===== config.mk =====
export PLATFORM = sky130hd
export DESIGN_NAME = seven_seg_digit_driver
export DESIGN_NICKNAME = d
export VERILOG_FILES = /design/src/rtl/seven_seg_pkg.sv /design/src/rtl/seven_seg_decoder.sv /design/src/rtl/seven_seg_digit_driver.sv
export SDC_FILE = /design/constraint.sdc
export NUM_CORES = 1
export LEC_CHECK = 0
export ABC_CLOCK_PERIOD_IN_PS = 4700
export CORE_UTILIZATION = 40
export CTS_BUF_LIST = sky130_fd_sc_hd__clkbuf_4 sky130_fd_sc_hd__clkbuf_8
export DETAILED_ROUTE_END_ITERATION = 10
export DONT_BUFFER_PORTS = 1
export PLACE_DENSITY = 0.5
export SLEW_MARGIN = 20
export SYNTH_ARGS = -nofsm -noshare
export SYNTH_HDL_FRONTEND = slang
export SYNTH_SLANG_ARGS = --single-unit

===== constraint.sdc =====
create_clock -name clk -period 4.7 [get_ports clk]
set_input_delay 0.47 -clock clk [delete_from_list [all_inputs] [get_ports clk]]
set_output_delay 0.47 -clock clk [all_outputs]
set_load 0.02 [all_outputs]

===== src/rtl/seven_seg_pkg.sv =====
// Shared constants and helpers for the seven-segment digit driver.
// Segment encoding is active-low, bit order gfedcba.
package seven_seg_pkg;

  localparam logic [6:0] SEG_OFF    = 7'h7F;
  localparam logic [3:0] ANODE_OFF  = 4'b1111;
  localparam logic [3:0] DIGIT0_SEL = 4'b1110;

  // Index 0 is the rightmost element of the concatenation.
  localparam logic [15:0][6:0] SEG_LUT = {
    7'h0E, 7'h06, 7'h21, 7'h46, 7'h03, 7'h08, 7'h10, 7'h00,
    7'h78, 7'h02, 7'h12, 7'h19, 7'h30, 7'h24, 7'h79, 7'h40
  };

  function automatic logic [1:0] anode_to_idx(input logic [3:0] anode);
    logic [1:0] idx;
    case (anode)
      4'b1110: idx = 2'd0;
      4'b1101: idx = 2'd1;
      4'b1011: idx = 2'd2;
      4'b0111: idx = 2'd3;
      default: idx = 2'd0;
    endcase
    return idx;
  endfunction

  function automatic logic anode_legal(input logic [3:0] anode);
    return ($countones(~anode) == 1);
  endfunction

endpackage


===== src/rtl/seven_seg_decoder.sv =====
// Combinational hex nibble to active-low segment decoder with a blank override.
module seven_seg_decoder
  import seven_seg_pkg::*;
(
  input  logic [3:0] nibble,
  input  logic       blank,
  output logic [6:0] seg
);

  assign seg = blank ? SEG_OFF : SEG_LUT[nibble];

endmodule


===== src/rtl/seven_seg_digit_driver.sv =====
// Cathode/anode driver following an external anode scanner, with frame-synchronous
// double-buffered display value and inter-digit blanking. Option: LEADING_ZERO_BLANK_EN.
module seven_seg_digit_driver
  import seven_seg_pkg::*;
#(
  parameter int unsigned BLANK_CYCLES = 2,
  parameter int unsigned CNT_W        = 4
) (
  input  logic        clk,
  input  logic        reset,
  input  logic [3:0]  anode_in,
  input  logic [15:0] value,
  input  logic        load,
  output logic        load_ack,
  output logic [3:0]  anode_out,
  output logic [6:0]  seg,
  output logic        err
);

  logic [3:0]       prev_anode_q;
  logic [CNT_W-1:0] blank_cnt_q, blank_cnt_d;
  logic [15:0]      display_q, display_d;
  logic [15:0]      pending_q, pending_d;
  logic             pending_valid_q, pending_valid_d;
  logic [3:0]       anode_out_q, anode_out_d;
  logic [6:0]       seg_q, seg_d;
  logic             load_ack_q, load_ack_d;
  logic             err_q, err_d;

  logic       change, legal, boundary, drive, lz_blank;
  logic [1:0] digit_idx;
  logic [3:0] nibble;
  logic [6:0] dec_seg;

  assign change    = (anode_in != prev_anode_q);
  assign legal     = anode_legal(anode_in);
  assign boundary  = change && (anode_in == DIGIT0_SEL);
  assign digit_idx = anode_to_idx(anode_in);

  always_comb begin
    blank_cnt_d = blank_cnt_q;
    if (change) begin
      blank_cnt_d = CNT_W'(BLANK_CYCLES);
    end else if (blank_cnt_q != '0) begin
      blank_cnt_d = blank_cnt_q - CNT_W'(1);
    end
  end

  // A load landing on the boundary cycle skips the pending buffer entirely.
  always_comb begin
    display_d       = display_q;
    pending_d       = pending_q;
    pending_valid_d = pending_valid_q;
    load_ack_d      = 1'b0;
    if (boundary && load) begin
      display_d       = value;
      pending_valid_d = 1'b0;
      load_ack_d      = 1'b1;
    end else if (boundary && pending_valid_q) begin
      display_d       = pending_q;
      pending_valid_d = 1'b0;
      load_ack_d      = 1'b1;
    end else if (load) begin
      pending_d       = value;
      pending_valid_d = 1'b1;
    end
  end

  assign nibble = display_d[{digit_idx, 2'b00} +: 4];

  always_comb begin
    lz_blank = 1'b0;
`ifdef LEADING_ZERO_BLANK_EN
    case (digit_idx)
      2'd3:    lz_blank = (display_d[15:12] == 4'h0);
      2'd2:    lz_blank = (display_d[15:8] == 8'h00);
      2'd1:    lz_blank = (display_d[15:4] == 12'h000);
      default: lz_blank = 1'b0;
    endcase
`endif
  end

  seven_seg_decoder u_decoder (
    .nibble (nibble),
    .blank  (lz_blank),
    .seg    (dec_seg)
  );

  // Outputs use the next blank count so the first dark cycle follows the change directly.
  assign drive       = legal && (blank_cnt_d == '0);
  assign anode_out_d = drive ? anode_in : ANODE_OFF;
  assign seg_d       = drive ? dec_seg : SEG_OFF;
  assign err_d       = err_q | ~legal;

  always_ff @(posedge clk or negedge reset) begin
    if (!reset) begin
      prev_anode_q    <= ANODE_OFF;
      blank_cnt_q     <= '0;
      display_q       <= 16'h0000;
      pending_q       <= 16'h0000;
      pending_valid_q <= 1'b0;
      anode_out_q     <= ANODE_OFF;
      seg_q           <= SEG_OFF;
      load_ack_q      <= 1'b0;
      err_q           <= 1'b0;
    end else begin
      prev_anode_q    <= anode_in;
      blank_cnt_q     <= blank_cnt_d;
      display_q       <= display_d;
      pending_q       <= pending_d;
      pending_valid_q <= pending_valid_d;
      anode_out_q     <= anode_out_d;
      seg_q           <= seg_d;
      load_ack_q      <= load_ack_d;
      err_q           <= err_d;
    end
  end

  assign anode_out = anode_out_q;
  assign seg       = seg_q;
  assign load_ack  = load_ack_q;
  assign err       = err_q;

endmodule

Yosys cells after proc, flatten, opt, wreduce, memory -nomap -nowiden:

Memories as Yosys holds them, arrays and structs flattened.
Cells that the tools add are included.

* bits of input ports: 23
* latch bits: 0
* memory bits (writable): 0
* output and inout port bits: 13
* bits in registers: 54
* memories: 1
* memory bits (read-only): 112
* word-level logic and storage cells: 48

* reduce and logical (&&, ||, !) cells: 8
* divide/modulo/power cells: 0
* muxes and demuxes: 13
* multiply operators: 0
* bitwise operators: 5
* shifts and indexed selects: 1
* $add $sub $neg: 4
* equality and inequality tests: 6
* magnitude comparators: 1

Memories
* (name not given): depth 16, width 7, read ports 1, clocked after memory_dff 0, wr ports 0, RTL line seven_seg_decoder.sv:10 `assign seg = blank ? SEG_OFF : SEG_LUT[nibble];`

Operator list (count)
* $mux 16: 2
* $shiftx 16x5->4: 1
* $mux 7: 2
* $eq 4x4->1 const B: 3
* $mux 4: 3
* $pmux 2 s3: 1
* $lt 4x5->1 const B: 1
* $mux 1: 5
* $add 1x1->2: 2
* $eq 4x3->1 const B: 1
* $logic_and 1x1->1: 4
* $logic_not 4->1: 1
* $ne 4x4->1: 1
* $not 4->4: 1
* $reduce_bool 4->1: 1
* $sub 4x1->4 const B: 1
* $add 2x2->3: 1
* $eq 3x1->1 const B: 1
* $not 1->1: 3
* $reduce_and 3->1: 1
* $reduce_bool 3->1: 1
* $or 1x1->1: 1

Depth between registers and ports, before layout:

Gate-level depths: netlist of the first run.

* word-level depth: 9
* mapped depth: 15
* gate-level depth less buffers: 14

Hierarchy:

A second synthesis of the first run with hierarchy kept.

* cell total of the unflattened synthesis: 307
* area total of the unflattened synthesis: 3105.5 um^2

Modules (own cells, without submodules)
* seven_seg_digit_driver: area an instance 2806.4 um^2, cells each 272, instances 1, sequential area each 1370.1 um^2
* seven_seg_decoder: area an instance 299.0 um^2, cells each 35, instances 1, sequential area each 0.0 um^2

Worst setup path after synthesis of the first run:

No wires, ideal clock.

* path type: in2reg
* from: input anode_in[0]
* to: register seg_q[0], in the netlist seg[0]
* path slack: 1.738 ns
* library setup time: 0.093 ns
* stages on the path: 13
* required time: 4.607 ns
* path buffers: 1
* arrival time: 2.869 ns
* cells stage by stage: inv_1 > ha_1 > nand3_1 > a311o_1 > clkbuf_1 > a221oi_1 > a22oi_1 > o221ai_1 > inv_1 > ha_1 > or3_1 > o21ai_0 > o21ai_1

* word-level cells in the longest chain between the ends: 9
* elaborated cells between the ends (all ways): 22
* classes of those cells: add/sub (2); eq/ne (6); shift (1); mux (6); bitwise (1); reduce/logical (5); memory (1)

RTL lines
* start: declaration: RTL line seven_seg_digit_driver.sv:11 `input logic [3:0] anode_in,`
* $ne 4x4->1 / $eq 4x4->1 (equally long branches): RTL line seven_seg_digit_driver.sv:35, seven_seg_digit_driver.sv:37
* $logic_and 1x1->1: RTL line seven_seg_digit_driver.sv:37 `assign boundary = change && (anode_in == DIGIT0_SEL);`
* $logic_and 1x1->1: RTL line seven_seg_digit_driver.sv:59 `end else if (boundary && pending_valid_q) begin`
* $mux 16: RTL line seven_seg_digit_driver.sv:59
* $mux 16: RTL line seven_seg_digit_driver.sv:55 `if (boundary && load) begin`
* $shiftx 16x5->4: RTL line seven_seg_digit_driver.sv:69 `assign nibble = display_d[{digit_idx, 2'b00} +: 4];`
* $mem_v2 16x7
* $mux 7 (not written as such): RTL line seven_seg_decoder.sv:10
* $mux 7 (*): RTL line seven_seg_digit_driver.sv:92 `assign seg_d = drive ? dec_seg : SEG_OFF;`
* via seg_d[0]: RTL line seven_seg_digit_driver.sv:26 `logic [6:0] seg_q, seg_d;`
* end signal: assignment: RTL line seven_seg_digit_driver.sv:113 `seg_q <= seg_d;`
* end: declaration: RTL line seven_seg_digit_driver.sv:26

Mark *: on every way through the listed nets, which the timed path passes. The rest lies on a longest branch. The select of a mux whose other input is x is not followed.
A chain may end at the register's enable or synchronous reset.

Final worst setup path of the first run:

* from: register prev_anode_q[0]
* to: register seg_q[6], in the netlist seg[6]

* word-level cells in the longest chain between the ends: 9
* elaborated cells between the ends (all ways): 13
* classes of those cells: eq/ne (1); shift (1); mux (5); reduce/logical (5); memory (1)

RTL lines
* start: declaration: RTL line seven_seg_digit_driver.sv:20 `logic [3:0] prev_anode_q;`
* start signal: assignment: RTL line seven_seg_digit_driver.sv:107 `prev_anode_q <= anode_in;`
* $ne 4x4->1 (*): RTL line seven_seg_digit_driver.sv:35 `assign change = (anode_in != prev_anode_q);`
* $logic_and 1x1->1: RTL line seven_seg_digit_driver.sv:37
* $logic_and 1x1->1: RTL line seven_seg_digit_driver.sv:59
* $mux 16: RTL line seven_seg_digit_driver.sv:59
* $mux 16: RTL line seven_seg_digit_driver.sv:55
* $shiftx 16x5->4: RTL line seven_seg_digit_driver.sv:69
* $mem_v2 16x7
* $mux 7 (not written as such): RTL line seven_seg_decoder.sv:10
* $mux 7 (*): RTL line seven_seg_digit_driver.sv:92
* via seg_d[6]: RTL line seven_seg_digit_driver.sv:26

Marked as above.

==> reports/metrics.yaml, run 1 <==
yosysSeqAreaShare_pct: 51.5
synth_area_um2: 2660
drt_wl_total_um: 5460
clkLatencyLatePin_ns: 0.31
path_clk_slew_ns: 0.09
ctsLongestPathBuffers: 2
required_ns: 4.91
cp.buffers_inverters: 0
rsz0062_at_grt: "no"
dpl_cell_area_um2: 2720
setup_violations: 0
status: "complete, no violations"
synth_area_leaders: "dfrtp_1 37%, dfstp_2 15%, mux2_2 7.2%, ha_1 5.6%, nand2_1 4.9%"
synth.most_common_cell: "dfrtp_1"
crit_path_start_kind: "register"
setup_total_negative_slack_ns: 0
drt_iter0_drc: 81
cp_top_family: "compound AO/OA/AOI/OAI gates"
synth-seq-cells: 54
nNetsFinal: 278
leakagePower_nw: 1.25
path_cells: "xnor2_1 > a311o_1 > a222oi_1 > nor2b_1 > nor4_2 > mux2_1 > nand2_1 > o211ai_1"
end_kind: "register"
grt_start_max_net_pins: 55
synth_commonest_cells: "39 x dfrtp_1, 35 x nand2_1, 17 x mux2_2"
regArea_um2: 1370
cts_buffers: 5
die_h_um: 83.6
grt_pass1_wl_um: 9350
synth_top_area_share_pct: 36.7
reg2reg_slack_ns: 1.37
wl_per_cell_um: 17.1
rows: 29
portBuffers: 0
fill_cells: 619
cts_root_buf: "clkbuf_8"
maxCapViolations: 0
p_switching_mw: 0.295
dp_hpwl_um: 3730
routabilityCongestion: 0.772
fmax_ghz: 0.300
htree_levels: 2
skew_ns: 0.00978
grt.overflow.total: 0
fp.coreArea_um2: 6390
fin_area_um2: 2850
critical-path-max-stage-delay_ns: 0.84
multi_input_area_um2: 1190
post-cts-setup-buffers: 0
track_usage_pct: 17.1
p_clk_share_pct: 28.9
antenna_left: 0
remaining_drc_errors: 0
cts_tree: "yes"
arrival_ns: 3.55
yosysWarnings: 0
start_util_pct: 41.7
p_int_mw: 0.772
yosys.area.top_type: "dfrtp_1"
finalCriticalPeriod_ns: 3.33
tightest_slew_ns: 0.957
switching_share_pct: 27.7
io_pins: 36
path_class: "reg2reg"
cts.sinks: 54
syn_nets: 279
power.density_nw_per_um2: 374
path_max_fanout: 17
firstDrtPassIters: 6
yosys.cell_types.count: 46
maxSlewHeadroom_pct: 35.7
grt_pass1_vias: 1790
antenna_found_initial: 0
syn-instance-count: 243
diodes: 0
drive_above_1_share_pct: 18.2
vdd_ir_drop_max_v: 0.000188
async_flop_share_pct: 100
area_delta_synth_final_pct: 7.19
pwr-share-comb_pct: 20.3
die_x_um: 83.6
avgSynthCellArea_um2: 11.0
via_per_inst: 5.48
power_frac_seq_pct: 50.7
synth-edff-count: 0
hold_class: "in2async"
slowest_stage: "nor4_2"
drv_slew: 0
vias: 1747
ys.flop_type: "dfrtp_1"
hold_viol_final: 0
die_area_um2: 6990
fin_crit_sh_pct: 70.9
==> timing repair <==
item	4_1_cts	5_1_grt
gates resized for setup	0	0
hold buffers	1	0
hold endpoints to repair	54	0
==> power groups by stage <==
stage / Sequential (mW) / Clock, mW / Combinational, mW
after floorplan: 0.545 / 0 / 0.177
after global placement: 0.550 / 0 / 0.203
after detailed placement: 0.550 / 0 / 0.206
after CTS: 0.541 / 0.322 / 0.220
after global routing: 0.548 / 0.341 / 0.251
final: 0.541 / 0.309 / 0.217
==> final timing paths <==
kind                                  from  cells past startpoint              end
max in group asynchronous            reset                      1           seg[4]
min reg2reg                   display_q[5]                      2     display_q[5]
max                        prev_anode_q[0]                      8           seg[6]
min in group clk               anode_in[0]                      0  prev_anode_q[0]
max reg2reg                prev_anode_q[0]                      8           seg[6]
min                                  reset                      1   blank_cnt_q[0]
==> registers in the layout (all words and copies together), names as in the netlist <==
register	count
blank_cnt_q	4
err	1
anode_out	4
seg	7
pending_valid_q	1
load_ack	1
display_q	16
pending_q	16
prev_anode_q	4
==> layout by cell type (no fill, tap or decap), drive strengths merged, types with 2 or more instances in the layout <==
cell / count
dfrtp: 39
nand2: 35
mux2: 19
dfstp: 15
inv: 14
ha: 12
nor2: 9
a22oi: 8
nand3: 7
o21ai: 7
and2: 6
xnor2: 5
clkbuf: 5
a31oi: 4
nor2b: 4
xor2: 4
a221o: 4
a21oi: 4
nor3: 3
o221ai: 3
nand2b: 3
mux2i: 3
nor4: 3
o311a: 2
nand3b: 2
a21o: 2
o211ai: 2
buf: 2
==> worst reg2reg max path, delay by kind of cell, from the launching register on <==
kind | cells | cell delay (ns)
compound gates | 3 | 1.17
mux | 1 | 0.39
flops | 1 | 0.56
simple gates | 3 | 1.01
xor+xnor | 1 | 0.13
==> metrics by stage <==
stage               power, mW  std cells  hold slack (ns)  util [%]  worst slack (ns)
CTS                      1.08        319           0.0133      44.7              1.33
floorplan               0.721        243            0.174         -              1.74
global route             1.14        319           0.0132      44.7              1.07
detailed placement      0.757        311            0.176      42.6              1.22
global placement        0.753        311            0.176      42.6              1.27
finish                   1.07        319           0.0101      44.7              1.37
==> layout make-up <==
type	instances	share of cell area, %
clock buffers	5	2.41
inverters	14	1.84
well taps	77	3.38
flip-flops and latches	54	48.0
multi-input cells	165	41.8
clock inverters	2	1.36
repair buffers	2	1.23
==> logic make-up (layout without fill, tap and decap cells) <==
logic type | count (synthesis) | in the layout | synth area share, %
compound gates | 45 | 45 | 12.6
buf+inv | 24 | 23 | 3.76
mux | 22 | 22 | 9.16
flops | 54 | 54 | 51.5
simple gates | 76 | 76 | 13.7
xor+xnor | 9 | 9 | 2.96
fa+ha+maj | 13 | 13 | 6.39
==> layer usage <==
layer	global-route usage [%]	share of wire, %	vias up
li1	-	-	856
met3	3.46	3.5	8
met2	27.1	46	33
met1	24.0	49	850
met5	0	0	-
met4	4.62	1.2	0
Power figures use the tool's default switching activity.
==> run 2, diff against run 1 <==
--- a/config.mk
+++ b/config.mk
@@ -5,7 +5,7 @@
 export SDC_FILE = /design/constraint.sdc
 export NUM_CORES = 1
 export LEC_CHECK = 0
-export ABC_CLOCK_PERIOD_IN_PS = 4700
+export ABC_CLOCK_PERIOD_IN_PS = 3200
 export CORE_UTILIZATION = 40
 export CTS_BUF_LIST = sky130_fd_sc_hd__clkbuf_4 sky130_fd_sc_hd__clkbuf_8
 export DETAILED_ROUTE_END_ITERATION = 10
==> constraint.sdc (replaced) <==
create_clock -name clk -period 3.2 [get_ports clk]
set_input_delay 0.32 -clock clk [delete_from_list [all_inputs] [get_ports clk]]
set_output_delay 0.32 -clock clk [all_outputs]
set_load 0.02 [all_outputs]
==> run 2 against run 1 <==
Compared with the run above:
- clock power is 26% higher
- first-iteration DRC count increased by 36%
- count of clock-buffer cells in the layout is 1 higher
- sequential share of layout area down 1.2 points
- routed wire length is essentially flat
- fmax increased by 13%
- critical path depth rose by 3
- hold slack improved by 0.11 ns
- cell area grew 2.5%
- core utilization is 1.1 points higher
- non-clock buffer count increased by 10
- largest power group unchanged
==> reports/metrics.yaml, run 2 (same netlist as run 1, synthesis figures left out) <==
antenna_left: 0
hold_class: "in2reg"
fmax_ghz: 0.340
path_clk_slew_ns: 0.10
rsz0062_at_grt: "no"
die_x_um: 83.6
layout_common_cells: "39 x dfrtp_1, 35 x nand2_1, 17 x mux2_2, 15 x dfstp_2, 14 x inv_1"
crit_path_start_kind: "register"
status: "complete, no violations"
fill_cells: 599
wl_per_cell_um: 16.5
area_delta_synth_final_pct: 9.82
path_max_fanout: 17
skew_ns: 0.0127
antenna_found_initial: 0
path_cells: "xnor2_1 > a311o_1 > a221oi_1 > a22oi_1 > o221ai_1 > buf_4 > ha_1 > inv_1 > mux2i_1 > mux2_2 > nand2_1"
cts_root_buf: "clkbuf_8"
drt_wl_total_um: 5460
grt_pass1_wl_um: 9400
fp.coreArea_um2: 6390
io_pins: 36
finalCriticalPeriod_ns: 2.95
critical-path-max-stage-delay_ns: 0.63
maxSlewHeadroom_pct: 49.2
fin_cells: 330
worstHoldPathCells: 1
cts_buffers: 5
grt_start_max_net_pins: 55
cp_top_family: "compound AO/OA/AOI/OAI gates"
diodes: 0
path_class: "reg2reg"
arrival_ns: 3.20
vias: 1772
htree_levels: 2
nNetsFinal: 288
cts_tree: "yes"
final_common_cell: "dfrtp_1"
power.density_nw_per_um2: 520
drive_above_1_share_pct: 19.8
reg2reg_slack_ns: 0.25
whs_ns: 0.123
hold_viol_final: 0
drv_slew: 0
cts_resized: 0
setup_violations: 0
tightest_slew_ns: 0.760
die_area_um2: 6990
leakagePower_nw: 1.29
track_usage_pct: 17.0
cts.sinks: 54
rows: 29
drt_iter0_drc: 110
post-cts-setup-buffers: 0
cp.buffers_inverters: 2
vdd_ir_drop_max_v: 0.000290
grt_pass1_vias: 1899
remaining_drc_errors: 0
maxCapViolations: 0
reg2reg_depth: 11
grt.overflow.total: 0
dp_hpwl_um: 3760
die_h_um: 83.6
routabilityCongestion: 0.805
firstDrtPassIters: 4
dp_cells: 316
ctsLongestPathBuffers: 2
start_util_pct: 41.7
clkLatencyLatePin_ns: 0.31
fin_crit_sh_pct: 92.0
via_per_inst: 5.37
required_ns: 3.45
end_kind: "register"
portBuffers: 0
worst-path-stages: 11
slowest_stage: "a311o_1"
setup_total_negative_slack_ns: 0
-- run 2: layout make-up --
class / count / area, um2 / area share (%)
multi-input cells: 165 / 1190 / 40.8
flip-flops and latches: 54 / 1370 / 46.9
clock buffers: 6 / 76.3 / 2.61
well taps: 77 / 96.3 / 3.29
clock inverters: 2 / 13.8 / 0.471
repair buffers: 12 / 123 / 4.19
inverters: 14 / 52.6 / 1.80
-- run 2: worst reg2reg max path, cell delays in order (launching register included) --
cell	delay, ns
dfstp_2	0.56
xnor2_1	0.18
a311o_1	0.63
a221oi_1	0.23
a22oi_1	0.21
o221ai_1	0.16
buf_4	0.19
ha_1	0.26
inv_1	0.07
mux2i_1	0.07
mux2_2	0.27
nand2_1	0.06
-- run 2: layer usage --
layer	global-route usage (%)	wire, um	vias up	share of wire, %
li1	-	-	872	-
met3	3.76	187	9	3.4
met4	7.40	87	0	1.6
met5	0	0	-	0
met1	22.1	2630	857	48
met2	27.3	2560	34	47
-- run 2: path summary, 6_finish.rpt --
| path | to | startpoint |
|---|---|---|
| worst max-delay path | seg[3] | prev_anode_q[1] |
| max in group asynchronous | anode_out[0] | reset |
| min in group asynchronous | pending_q[10] | reset |
| worst min register to register | display_q[1] | display_q[1] |
| worst min-delay path | display_q[10] | load |
| worst max register to register | seg[3] | prev_anode_q[1] |
-- run 2: repair_timing --
item,CTS,global route
setup endpoints to repair,0,0
hold buffers,6,0
endpoints found under the hold margin,58,0
-- run 2: power by group --
group / internal, mW / switching (mW) / leakage [nW]
combinational: 0.155 / 0.181 / 0.610
clock: 0.164 / 0.225 / 0.0486
sequential: 0.764 / 0.0327 / 0.629
total: 1.08 / 0.439 / 1.29
-- run 2: metrics by stage --
stage	power, mW	cell area, um2	util [%]	setup slack [ns]
after floorplan	1.06	2660	-	0.387
after global placement	1.12	2760	43.2	0.350
after detailed placement	1.12	2760	43.2	0.272
after CTS	1.55	2920	45.8	0.234
after global routing	1.63	2920	45.8	0.00820
final	1.52	2920	45.8	0.255
